`config.mk`:
```
export PLATFORM = sky130hd
export DESIGN_NAME = bridge_uart_link
export DESIGN_NICKNAME = d
export VERILOG_FILES = /design/src/rtl/bridge_link_pkg.sv /design/src/rtl/uart_rx_core.sv /design/src/rtl/bridge_uart_link.sv
export SDC_FILE = /design/constraint.sdc
export NUM_CORES = 1
export LEC_CHECK = 0
export CAP_MARGIN = 20
export CELL_PAD_IN_SITES_DETAIL_PLACEMENT = 2
export CELL_PAD_IN_SITES_GLOBAL_PLACEMENT = 2
export CORE_UTILIZATION = 37
export CTS_BUF_LIST = sky130_fd_sc_hd__clkbuf_16
export DETAILED_ROUTE_END_ITERATION = 16
export GPL_ROUTABILITY_DRIVEN = 1
export PLACE_DENSITY = 0.8
export SYNTH_ARGS = -nofsm -noshare
export SYNTH_HDL_FRONTEND = slang
export SYNTH_SLANG_ARGS = --single-unit
```
`constraint.sdc`:
```
create_clock -name clk -period 6.44 [get_ports clk]
set_clock_uncertainty 0.2 [all_clocks]
set_input_delay 0.966 -clock clk [delete_from_list [all_inputs] [get_ports clk]]
set_output_delay 0.966 -clock clk [all_outputs]
set_load 0.02 [all_outputs]
```
`src/rtl/bridge_link_pkg.sv`:
```
// rtl/bridge_link_pkg.sv - shared types, constants and frame layout for bridge_uart_link
package bridge_link_pkg;

    localparam int REQ_W = 25;
    localparam int FRAME_BYTES = 4;
    localparam logic [3:0] HDR_NIBBLE = 4'hA;

    typedef enum logic [1:0] {IDLE, TX_LOAD, TX_SHIFT, AWAIT_RSP} state_t;
    typedef enum logic [1:0] {RX_IDLE, RX_START, RX_DATA, RX_STOP} rx_state_t;

    // Byte k of the outgoing frame, MSB byte first; byte0 carries the header and mode bit.
    function automatic logic [7:0] frame_byte(input logic [REQ_W-1:0] req, input logic [1:0] k);
        logic [7:0] b;
        case (k)
            2'd0:    b = {HDR_NIBBLE, 3'b000, req[24]};
            2'd1:    b = req[23:16];
            2'd2:    b = req[15:8];
            default: b = req[7:0];
        endcase
        return b;
    endfunction

endpackage

```
`src/rtl/uart_rx_core.sv`:
```
// rtl/uart_rx_core.sv - 8N1 receiver: synchronizer, start qualification, mid-bit sampling
module uart_rx_core
    import bridge_link_pkg::*;
#(
    parameter int CLKS_PER_BIT = 434
) (
    input  logic       clk,
    input  logic       rst,
    input  logic       rx,
    output logic [7:0] data,
    output logic       data_valid,
    output logic       frame_err_pulse
);
    localparam int CW = $clog2(CLKS_PER_BIT);
    localparam logic [CW-1:0] HALF_LAST = CW'(CLKS_PER_BIT / 2 - 1);
    localparam logic [CW-1:0] FULL_LAST = CW'(CLKS_PER_BIT - 1);

    rx_state_t state, next_state;
    logic rx_s1, rx_s2, rx_s3;
    logic [CW-1:0] cnt;
    logic [2:0] bit_idx;
    logic [7:0] shift;
    logic fall, sample;

    assign fall = rx_s3 & ~rx_s2;

    always_ff @(posedge clk) begin
        if (rst) state <= RX_IDLE;
        else     state <= next_state;
    end

    always_comb begin
        next_state = state;
        case (state)
            RX_IDLE:  if (fall) next_state = RX_START;
            // A start bit that is high again at half a bit-time was a glitch.
            RX_START: if (cnt == HALF_LAST) next_state = rx_s2 ? RX_IDLE : RX_DATA;
            RX_DATA:  if (cnt == FULL_LAST && bit_idx == 3'd7) next_state = RX_STOP;
            RX_STOP:  if (cnt == FULL_LAST) next_state = RX_IDLE;
            default:  next_state = RX_IDLE;
        endcase
    end

    always_comb begin
        sample = 1'b0;
        case (state)
            RX_START:         sample = (cnt == HALF_LAST);
            RX_DATA, RX_STOP: sample = (cnt == FULL_LAST);
            default:          sample = 1'b0;
        endcase
    end

    always_ff @(posedge clk) begin
        if (rst) begin
            rx_s1           <= 1'b1;
            rx_s2           <= 1'b1;
            rx_s3           <= 1'b1;
            cnt             <= '0;
            bit_idx         <= '0;
            shift           <= '0;
            data            <= '0;
            data_valid      <= 1'b0;
            frame_err_pulse <= 1'b0;
        end else begin
            rx_s1           <= rx;
            rx_s2           <= rx_s1;
            rx_s3           <= rx_s2;
            data_valid      <= 1'b0;
            frame_err_pulse <= 1'b0;
            if (state == RX_IDLE || sample) cnt <= '0;
            else                            cnt <= cnt + 1'b1;
            if (state == RX_START) bit_idx <= '0;
            if (sample && state == RX_DATA) begin
                shift   <= {rx_s2, shift[7:1]};
                bit_idx <= bit_idx + 3'd1;
            end
            if (sample && state == RX_STOP) begin
                if (rx_s2) begin
                    data       <= shift;
                    data_valid <= 1'b1;
                end else begin
                    frame_err_pulse <= 1'b1;
                end
            end
        end
    end

endmodule

```
`src/rtl/bridge_uart_link.sv`:
```
// rtl/bridge_uart_link.sv - serializes bridge requests as 4-byte 8N1 frames and collects read responses
module bridge_uart_link
    import bridge_link_pkg::*;
#(
    parameter int         CLKS_PER_BIT     = 434,
    parameter int         RSP_TIMEOUT_BITS = 64,
    parameter logic [7:0] TIMEOUT_DATA     = 8'hFF
) (
    input  logic             clk,
    input  logic             rst,
    input  logic [REQ_W-1:0] req_data,
    input  logic             req_valid,
    output logic [7:0]       rsp_data,
    output logic             rsp_valid,
    output logic             uart_tx,
    input  logic             uart_rx,
    output logic             busy,
    output logic             overrun,
    output logic             frame_err,
    output logic             timeout
);
    localparam int BAUD_W = $clog2(CLKS_PER_BIT);
    localparam int TO_W   = $clog2(RSP_TIMEOUT_BITS + 1);
    localparam logic [BAUD_W-1:0] BAUD_LAST  = BAUD_W'(CLKS_PER_BIT - 1);
    localparam logic [BAUD_W-1:0] BAUD_EARLY = BAUD_W'(CLKS_PER_BIT - 2);
    localparam logic [TO_W-1:0]   TO_LAST    = TO_W'(RSP_TIMEOUT_BITS - 1);

    state_t state, next_state;
    logic req_valid_q;
    logic [REQ_W-1:0] req_q;
    logic [9:0] shifter;
    logic [BAUD_W-1:0] baud_cnt;
    logic [3:0] bit_cnt;
    logic [1:0] byte_idx;
    logic [TO_W-1:0] to_cnt;
    logic [7:0] rx_data;
    logic rx_valid, rx_ferr;
    logic req_edge, baud_wrap, last_byte, byte_done, to_expire;

    uart_rx_core #(.CLKS_PER_BIT(CLKS_PER_BIT)) u_rx (
        .clk             (clk),
        .rst             (rst),
        .rx              (uart_rx),
        .data            (rx_data),
        .data_valid      (rx_valid),
        .frame_err_pulse (rx_ferr)
    );

    assign req_edge  = req_valid & ~req_valid_q;
    assign baud_wrap = (baud_cnt == BAUD_LAST);
    assign last_byte = (byte_idx == 2'(FRAME_BYTES - 1));
    // uart_tx lags the shifter by one cycle: inner bytes hand over a cycle early so the
    // TX_LOAD cycle is the tail of the stop bit; the last byte waits for the line to finish.
    assign byte_done = last_byte ? (bit_cnt == 4'd10)
                                 : (bit_cnt == 4'd9 && baud_cnt == BAUD_EARLY);
    assign to_expire = baud_wrap && (to_cnt == TO_LAST);

    always_ff @(posedge clk) begin
        if (rst) state <= IDLE;
        else     state <= next_state;
    end

    always_comb begin
        next_state = state;
        case (state)
            IDLE:      if (req_edge) next_state = TX_LOAD;
            TX_LOAD:   next_state = TX_SHIFT;
            TX_SHIFT:  if (byte_done) begin
                           if (!last_byte)    next_state = TX_LOAD;
                           else if (req_q[24]) next_state = IDLE;
                           else               next_state = AWAIT_RSP;
                       end
            AWAIT_RSP: if (rx_valid || to_expire) next_state = IDLE;
            default:   next_state = IDLE;
        endcase
    end

    always_comb begin
        busy = (state != IDLE);
    end

    always_ff @(posedge clk) begin
        if (rst) begin
            req_valid_q <= 1'b0;
            req_q       <= '0;
            shifter     <= '1;
            baud_cnt    <= '0;
            bit_cnt     <= '0;
            byte_idx    <= '0;
            to_cnt      <= '0;
            uart_tx     <= 1'b1;
            rsp_data    <= '0;
            rsp_valid   <= 1'b0;
            timeout     <= 1'b0;
            overrun     <= 1'b0;
            frame_err   <= 1'b0;
        end else begin
            req_valid_q <= req_valid;
            uart_tx     <= shifter[0];
            rsp_valid   <= 1'b0;
            timeout     <= 1'b0;
            if (rx_ferr) frame_err <= 1'b1;
            if (req_edge && state != IDLE) overrun <= 1'b1;
            case (state)
                IDLE: begin
                    shifter  <= '1;
                    byte_idx <= '0;
                    if (req_edge) req_q <= req_data;
                end
                TX_LOAD: begin
                    shifter  <= {1'b1, frame_byte(req_q, byte_idx), 1'b0};
                    baud_cnt <= '0;
                    bit_cnt  <= '0;
                end
                TX_SHIFT: begin
                    baud_cnt <= baud_wrap ? '0 : baud_cnt + 1'b1;
                    if (baud_wrap) begin
                        shifter <= {1'b1, shifter[9:1]};
                        bit_cnt <= bit_cnt + 4'd1;
                    end
                    if (byte_done) begin
                        byte_idx <= byte_idx + 2'd1;
                        baud_cnt <= '0;
                        to_cnt   <= '0;
                    end
                end
                AWAIT_RSP: begin
                    baud_cnt <= baud_wrap ? '0 : baud_cnt + 1'b1;
                    if (baud_wrap) to_cnt <= to_cnt + 1'b1;
                    if (rx_valid) begin
                        rsp_data  <= rx_data;
                        rsp_valid <= 1'b1;
                    end else if (to_expire) begin
                        rsp_data  <= TIMEOUT_DATA;
                        rsp_valid <= 1'b1;
                        timeout   <= 1'b1;
                    end
                end
                default: ;
            endcase
        end
    end

endmodule

```
# [Yosys cells after proc, flatten, opt, wreduce, memory -nomap -nowiden]
# Cells that the tools add are included.
[word_totals] ff_bits=108 inputBits=29 out_inout_bits=14 elab_cells=130
[classes] n_addsub=6 eq_ne=26 mux=35 bitwise=6 reduce_logical=33
[ops] operator="case mux 10 bit (3 select lines)" count=1
[ops] operator="equality test 9 bit, second input constant" count=3
[ops] operator="case mux 9 bit (3 select lines)" count=1
[ops] operator="case mux 8 bit (3 select lines)" count=1
[ops] operator="2-to-1 mux 2 bit" count=11
[ops] operator="adder 9 x 1 -> 9 bit, second input constant" count=2
[ops] operator="2-to-1 mux 9 bit" count=2
[ops] operator="2-to-1 mux 8 bit" count=2
[ops] operator="case mux 2 bit (4 select lines)" count=2
[ops] operator="2-to-1 mux 7 bit" count=2
[ops] operator="case mux 7 bit (2 select lines)" count=1
[ops] operator="equality test 2 bit, second input constant" count=6
[ops] operator="AND reduction 2 bit" count=6
[ops] operator="nonzero test 2 bit" count=6
[ops] operator="2-to-1 mux 10 bit" count=1
[ops] operator="inequality test 2 bit, second input constant" count=5
[ops] operator="equality test 9 x 8 -> 1 bit, second input constant" count=1
[ops] operator="equality test 4 bit, second input constant" count=2
[ops] operator="inequality test 2 x 1 -> 1 bit, second input constant" count=4
[ops] operator="case mux 4 bit (2 select lines)" count=1
[ops] operator="OR reduction 2 bit" count=4
[ops] operator="adder 7 x 1 -> 7 bit, second input constant" count=1
[ops] operator="equality test 7 x 6 -> 1 bit, second input constant" count=1
[ops] operator="equality test 2 x 1 -> 1 bit, second input constant" count=3
[ops] operator="18 further kinds" count=37

# [Longest topological paths before layout]
# Gate-level depths: netlist (run 1).
[logic_depth] ltp_word=6 mapped_depth=8 mapped_depth_nobuf=7

# [Cells and area by module]
# A second synthesis (run 1) with hierarchy kept.
[unflattened] hier_cells=590 area_unflattened_um2=4978.5
[by_module_without_submodules] mod="bridge_uart_link" instances=1 cells_per_inst=439 area_each_um2=3497.1 seq_area_each_um2=1441.4
[by_module_without_submodules] mod="uart_rx_core" instances=1 cells_per_inst=151 area_each_um2=1481.4 seq_area_each_um2=700.7

# [Least setup slack after synthesis (run 1)]
# OpenSTA, ideal clock, no wires.
[synth_timing] kind="reg2reg" start="register state[0]" end="register shifter[7]" setup_time_ns=0.120 arrival_ns=2.096 required_time_ns=6.120 path_slack_ns=4.024 path_stages_with_launch=8 path_buffers=2 period_less_slack_ns=2.416 path_cell_list="dfxtp_1 > inv_1 > ha_1 > clkbuf_1 > o31ai_1 > buf_2 > a31oi_1 > a211o_1"
[synth_between] elab_chain_len=3 word_cells_on_any_way=7 classes_between="3 x eq/ne; 1 x mux; 3 x reduce/logical"
[synth_rtl] element="start, declared" line_no="bridge_uart_link.sv:28" text="state_t state, next_state;"
[synth_rtl] element="start signal, assigned" line_no="bridge_uart_link.sv:60" text="else state <= next_state;"
[synth_rtl] element="equality test 2 bit (tied with other cells)" line_no="bridge_uart_link.sv:104" text="case (state)"
[synth_rtl] element="inequality test 2 bit (no source line) or nonzero test 3 bit (tied branches)"
[synth_rtl] element="AND reduction 2 bit (no source line)"
[synth_rtl] element="end signal, assigned" line_no="bridge_uart_link.sv:111" text="shifter <= {1'b1, frame_byte(req_q, byte_idx), 1'b0};"
[synth_rtl] element="end signal, assigned" line_no="bridge_uart_link.sv:118" text="shifter <= {1'b1, shifter[9:1]};"
[synth_rtl] element="end, declared" line_no="bridge_uart_link.sv:31" text="logic [9:0] shifter;"
# Parallel ways exist; a longest one is shown, timed or not.
# A chain may end at the register's enable or synchronous reset.

# [Worst setup path after layout (run 1)]
[layout_timing] start="register state[0]" end="output port busy"
[layout_between] elab_chain_len=1
[layout_rtl] element="nonzero test 2 bit" line_no="bridge_uart_link.sv:79" text="busy = (state != IDLE);"
[layout_rtl] element="end, declared" line_no="bridge_uart_link.sv:17" text="output logic busy,"
# No other way between the ends.

==> reports/results.ini, run 1 <==
[die]
rows=41
num_io_pins=43
die_w_um=117
core_area_um2=12700
start_util=0.381
die_h_um=117
dieArea_um2=13600

[placement]
portBuffers=42
hpwl_um=9470
place_congestion=0.740
place_area_um2=5380

[clock_tree]
clk_pin_slew_ps=80
cts-root-buf=clkbuf_16
cts_buffers=9
post_cts_buffers=0
clock_sinks=107
htree_levels=3
cts_buffer_depth=2
cts_tree=yes
postCtsHoldBufs=0
post_cts_resized=0
insertion_delay_ps=360

[pwr]
vdd_ir_drop_max_mv=0.151
p_sw_frac=0.325
p_switching_uw=570
cellPowerDensity_nw_per_um2=309
pwr-share-seq=0.425
p_int_mw=1.19
combPwrFrac=0.249
p_leak_nw=1.92
pwr-share-clk=0.326

[logic_synthesis]
synth_top_area_share=0.441
yosys_warnings=0
synth_top_area_cell=dfxtp_1
syn-cell-area_um2=4850
netlist_instances=591
async_flop_share=0
synthFlopType=dfxtp_1
avgSynthCellArea_um2=8.21
synth_edf_count=0
synth_cell_types=57
synth_common_cells=nand2_1 (115), dfxtp_1 (107), a21oi_1 (61), nor2_1 (54), clkbuf_1 (25)
synth-seq-cells=107
synth_nets=641
yosysMostFrequentCell=nand2_1
seq_area_frac_synth=0.441
synth.area.top_cells=dfxtp_1 (44%), nand2_1 (8.9%), a21oi_1 (6.3%)

[sta]
finalMaxSlewViolations=0
finalHoldViolations=0
fin_tns_setup_ps=0
finalCriticalPeriod_ps=3160
max_freq_ghz=0.316
relSlewSlack=0.290
setup_viol_count_final=0
finalCritPeriodShare=0.491
rsz0062_at_grt=false
tightest_slew_ps=1070

[global_route]
grt_max_degree=93
grt-ovfl-total=0
grt_pass1_wl_um=22100
first_global_vias=4408
antenna_found_initial=0
grt_use_total=0.210

[layout]
layout.nets=666
final_util=0.447
drive_gt1_frac=0.0564
syn_to_final_growth_pct=17.1
diodes=0
final_cell_area_um2=5680

[critical_path]
cp_data_required_time_ps=5270
cp_cell_sequence=inv_1 -> ha_1 -> inv_1 -> clkdlybuf4s50_1
worstPathMaxFanout=6
crit-reg2reg-launch=state[0]$_SDFFE_PP0P_
cp_top_family=buffers and inverters
critPathArrivalTime_ps=1990
reg2reg_to=baud_cnt[5]$_SDFFE_PP0P_
path_class=reg -> out
cp-start-kind=flop
path_common_cell=inv_1
worst-r2r-cell-count=6
critPathBufInv=3
worstSetupEndpointType=output port
cp_slowest_cell=clkdlybuf4s50_1
r2r_slack_ps=3310
slowest_delay_ps=630

[routing]
viasPerCell=5.31
vias=4208
routedWlPerCell_um=17.1
ant_nets=0
wirelength_um=13500
drtIter0Drc=127
first_pass_iters=4
drc_errors=0

[min_path]
hp-start=u_rx.rx_s1$_SDFF_PP1_
whs_endpoint=u_rx.rx_s2$_SDFF_PP1_
hp-class=reg -> reg
holdPathStages=1

[run]
cap_violations=0

[outcome]
status=completed

cells by family (layout without fill, tap and decap cells):
| family | after synthesis | after routing | share of synthesized area |
|---|---|---|---|
| xor gates and xnor gates | 9 | 9 | 0.0162 |
| muxes | 9 | 9 | 0.0186 |
| DFF | 107 | 107 | 0.441 |
| buffers and inverters | 54 | 84 | 0.0441 |
| and+or+nand+nor | 264 | 264 | 0.260 |
| adders and majority gates | 21 | 21 | 0.0541 |
| AOI/OAI and AO/OA | 127 | 127 | 0.166 |
power groups by stage:
stage          sequential [mW]  clock [mW]  combinational, mW
3_3_place_gp             0.758           0              0.408
5_1_grt                  0.752       0.611              0.485
2_1_floorplan            0.754           0              0.307
3_5_place_dp             0.762           0              0.431
4_1_cts                  0.746       0.587              0.435
6_report                 0.747       0.573              0.437
layout by cell type (no fill, tap or decap), types with 5 or more instances in the layout:
cell type	n
a22oi_1	5
clkbuf_16	9
ha_1	21
dfxtp_1	107
nand2_1	115
nor2_1	54
a211o_1	10
clkdlybuf4s50_1	41
nand2b_1	6
nor3_1	19
a21oi_1	61
inv_1	24
o21ai_0	18
xnor2_1	5
nand3_1	21
or2_2	5
nand4_1	5
nand4b_1	5
a31oi_1	10
mux2i_1	9
nand3b_1	5
through the flow:
stage          hold slack [ps]  cells  setup slack (ps)  total power [mW]
5_1_grt                    240    793              3130              1.85
4_1_cts                    231    792              3270              1.77
6_report                   228    793              3280              1.76
3_5_place_dp               211    776              3340              1.19
2_1_floorplan              189    591              4020              1.06
3_3_place_gp               199    776              3480              1.17
layout make-up:
cell class              count  area (µm²)
flip-flops and latches    107        2140
fillers                  1468        7040
multi-input cells         430        2500
clock inverters             7        75.1
inverters                  23        86.3
repair buffers             45         438
well taps                 172         215
clock buffers               9         225
worst max path at each step:
stage	startpoint	end	slack (ps)	cells after the start
after CTS	state[0]$_SDFFE_PP0P_	busy	3270	4
final	state[0]$_SDFFE_PP0P_	busy	3280	4
after detailed placement	state[0]$_SDFFE_PP0P_	baud_cnt[8]$_SDFFE_PP0P_	3340	6
after global placement	state[0]$_SDFFE_PP0P_	baud_cnt[5]$_SDFFE_PP0P_	3480	6
after floorplan	state[0]$_SDFFE_PP0P_	shifter[7]$_SDFFE_PP1P_	4020	7
after global routing	state[0]$_SDFFE_PP0P_	baud_cnt[5]$_SDFFE_PP0P_	3130	6
metal layers:
layer,wire length (µm),up-vias,GRT usage
met2,6520,41,0.361
met4,170,0,0.0498
met5,0,-,0
met1,6550,2081,0.268
li1,-,2075,-
met3,292,11,0.0467
registers in the layout, indices dropped and copies added (netlist names), 4 cells and up, named ones only:
register / cells
baud_cnt: 9
bit_cnt: 4
req_q: 25
rsp_data: 8
shifter: 9
to_cnt: 7
u_rx.cnt: 9
u_rx.data: 8
u_rx.shift: 8
Power figures use the tool's default switching activity.
==> run 2: changes to the inputs <==
--- a/config.mk
+++ b/config.mk
@@ -8,11 +8,11 @@
 export CAP_MARGIN = 20
 export CELL_PAD_IN_SITES_DETAIL_PLACEMENT = 2
 export CELL_PAD_IN_SITES_GLOBAL_PLACEMENT = 2
-export CORE_UTILIZATION = 37
+export CORE_UTILIZATION = 34
 export CTS_BUF_LIST = sky130_fd_sc_hd__clkbuf_16
 export DETAILED_ROUTE_END_ITERATION = 16
 export GPL_ROUTABILITY_DRIVEN = 1
-export PLACE_DENSITY = 0.8
+export PLACE_DENSITY = 0.74
 export SYNTH_ARGS = -nofsm -noshare
 export SYNTH_HDL_FRONTEND = slang
 export SYNTH_SLANG_ARGS = --single-unit
==> constraint.sdc (replaced) <==
create_clock -name clk -period 2.98 [get_ports clk]
set_clock_uncertainty 0.2 [all_clocks]
set_input_delay 0.447 -clock clk [delete_from_list [all_inputs] [get_ports clk]]
set_output_delay 0.447 -clock clk [all_outputs]
set_load 0.02 [all_outputs]
==> reports/results.ini, run 2 (synthesized netlist as in run 1, its figures left out) <==
[outcome]
status=completed

[die]
die_h_um=121  ; +4.2%
start_util=0.350  ; -0.0318
core_area_um2=13900  ; +9.1%
dieArea_um2=14800  ; +8.7%
rows=43  ; +4.9%
num_io_pins=43  ; unchanged
die_w_um=121  ; +4.2%

[sta]
tightest_slew_ps=740  ; -325 ps
fin_tns_setup_ps=0  ; unchanged
finalCriticalPeriod_ps=2650
finalCritPeriodShare=0.889
rsz0062_at_grt=false
setup_viol_count_final=0  ; unchanged
max_freq_ghz=0.378
finalMaxSlewViolations=0  ; unchanged
finalHoldViolations=0  ; unchanged
relSlewSlack=0.506  ; +0.216

[critical_path]
worstSetupEndpointType=flop
cp_cell_sequence=or4b_1 -> nor4_4 -> o21ai_2 -> o21bai_1 -> nor2_1
cp_slowest_cell=or4b_1
critPathArrivalTime_ps=2680  ; +690 ps
path_class=reg -> reg
worstPathMaxFanout=7  ; +1
critPathBufInv=0  ; -3
cp_data_required_time_ps=3010  ; -2260 ps
cp-start-kind=flop
slowest_delay_ps=780  ; +150 ps
cp_top_family=simple AND/OR/NAND/NOR gates

[layout]
max_flop_register=req_q
layout_common_cells=nand2_1 (115), dfxtp_1 (107), a21oi_1 (61)
final_cell_area_um2=5770  ; +1.5%
syn_to_final_growth_pct=18.9
drive_gt1_frac=0.0685  ; +0.0121
layout.nets=673  ; +1.1%
diodes=0  ; unchanged
final_util=0.416  ; -0.0311
final_common_cell=nand2_1
largest_reg_flops=25  ; unchanged

[routing]
drtIter0Drc=147  ; +16%
drc_errors=0  ; unchanged
first_pass_iters=4  ; unchanged
vias=4276  ; +1.6%
routedWlPerCell_um=17.0  ; -0.49%
wirelength_um=13700  ; +1.4%
ant_nets=0  ; unchanged
viasPerCell=5.29  ; -0.27%

[placement]
portBuffers=42  ; unchanged
hpwl_um=9840  ; +3.9%
place_congestion=0.747  ; +0.96%
place_area_um2=5450  ; +1.4%

[pwr]
vdd_ir_drop_max_mv=0.450  ; +200%
cellPowerDensity_nw_per_um2=672  ; +120%
p_leak_nw=1.97  ; +2.5%
power_mw=3.88  ; +120%

[clock_tree]
cts_tree=yes
cts_buffers=9  ; unchanged
htree_levels=3  ; unchanged
post_cts_resized=0  ; unchanged
insertion_delay_ps=360  ; about the same
clock_sinks=107  ; unchanged
postCtsHoldBufs=0  ; unchanged
post_cts_buffers=0  ; unchanged
clk_pin_slew_ps=80  ; about the same
cts-root-buf=clkbuf_16
cts_buffer_depth=2  ; unchanged

[global_route]
grt_use_total=0.201  ; -0.00979
grt-ovfl-total=0  ; unchanged
first_global_vias=4503  ; +2.2%
grt_pass1_wl_um=23100  ; +4.6%
grt_max_degree=41  ; -56%
antenna_found_initial=0  ; unchanged

[min_path]
hp-class=reg -> reg

[run]
cap_violations=0  ; unchanged

-- run 2: cell count changes in the layout (fill, tap and decap cells not counted) --
| cell | before | now |
|---|---|---|
| buf_4 | 3 | 9 |
| buf_12 | 0 | 1 |
| clkinv_1 | 1 | 0 |
| clkinv_2 | 0 | 1 |
| clkinv_4 | 1 | 0 |
| clkinv_8 | 0 | 1 |
| inv_6 | 2 | 1 |
| inv_8 | 1 | 2 |
-- run 2: path summary, 6_finish.rpt --
path / depth (start not counted) / to / slack (ps) / from
worst max-delay path: 5 / to_cnt[6]$_SDFFE_PP0P_ / 330 / baud_cnt[2]$_SDFFE_PP0P_
worst min-delay path: 1 / u_rx.rx_s2$_SDFF_PP1_ / 230 / u_rx.rx_s1$_SDFF_PP1_
worst max register to register: 5 / to_cnt[6]$_SDFFE_PP0P_ / 330 / baud_cnt[2]$_SDFFE_PP0P_
worst min register to register: 1 / u_rx.rx_s2$_SDFF_PP1_ / 230 / u_rx.rx_s1$_SDFF_PP1_
-- run 2: where the power goes --
| group | internal, mW | switching, mW | leakage, nW |
|---|---|---|---|
| Sequential | 1.54 | 0.0701 | 0.869 |
| Combinational | 0.382 | 0.609 | 0.941 |
| Clock | 0.671 | 0.602 | 0.158 |
| Total | 2.60 | 1.28 | 1.97 |
-- run 2: layer usage --
layer | track usage | up-vias | wire (µm)
met2 | 0.338 | 39 | 6740
met5 | 0 | - | 0
li1 | - | 2107 | -
met3 | 0.0442 | 15 | 305
met4 | 0.0556 | 0 | 178
met1 | 0.255 | 2115 | 6510
-- run 2: per-stage QoR --
step                hold WS [ps]  worst slack [ps]  std cells
floorplan                    189               564        591
global placement             202               464        791
detailed placement           205               342        791
CTS                          230               260        807
global route                 236               168        808
finish                       228               332        808
-- run 2: cell type report --
cell class / count / area [µm²]
Clock buffer: 9 / 225
Fill cell: 1552 / 8110
Multi-Input combinational cell: 430 / 2500
Sequential cell: 107 / 2140
Tap cell: 180 / 225
Inverter: 23 / 86.3
Clock inverter: 7 / 86.3
Timing Repair Buffer: 52 / 503
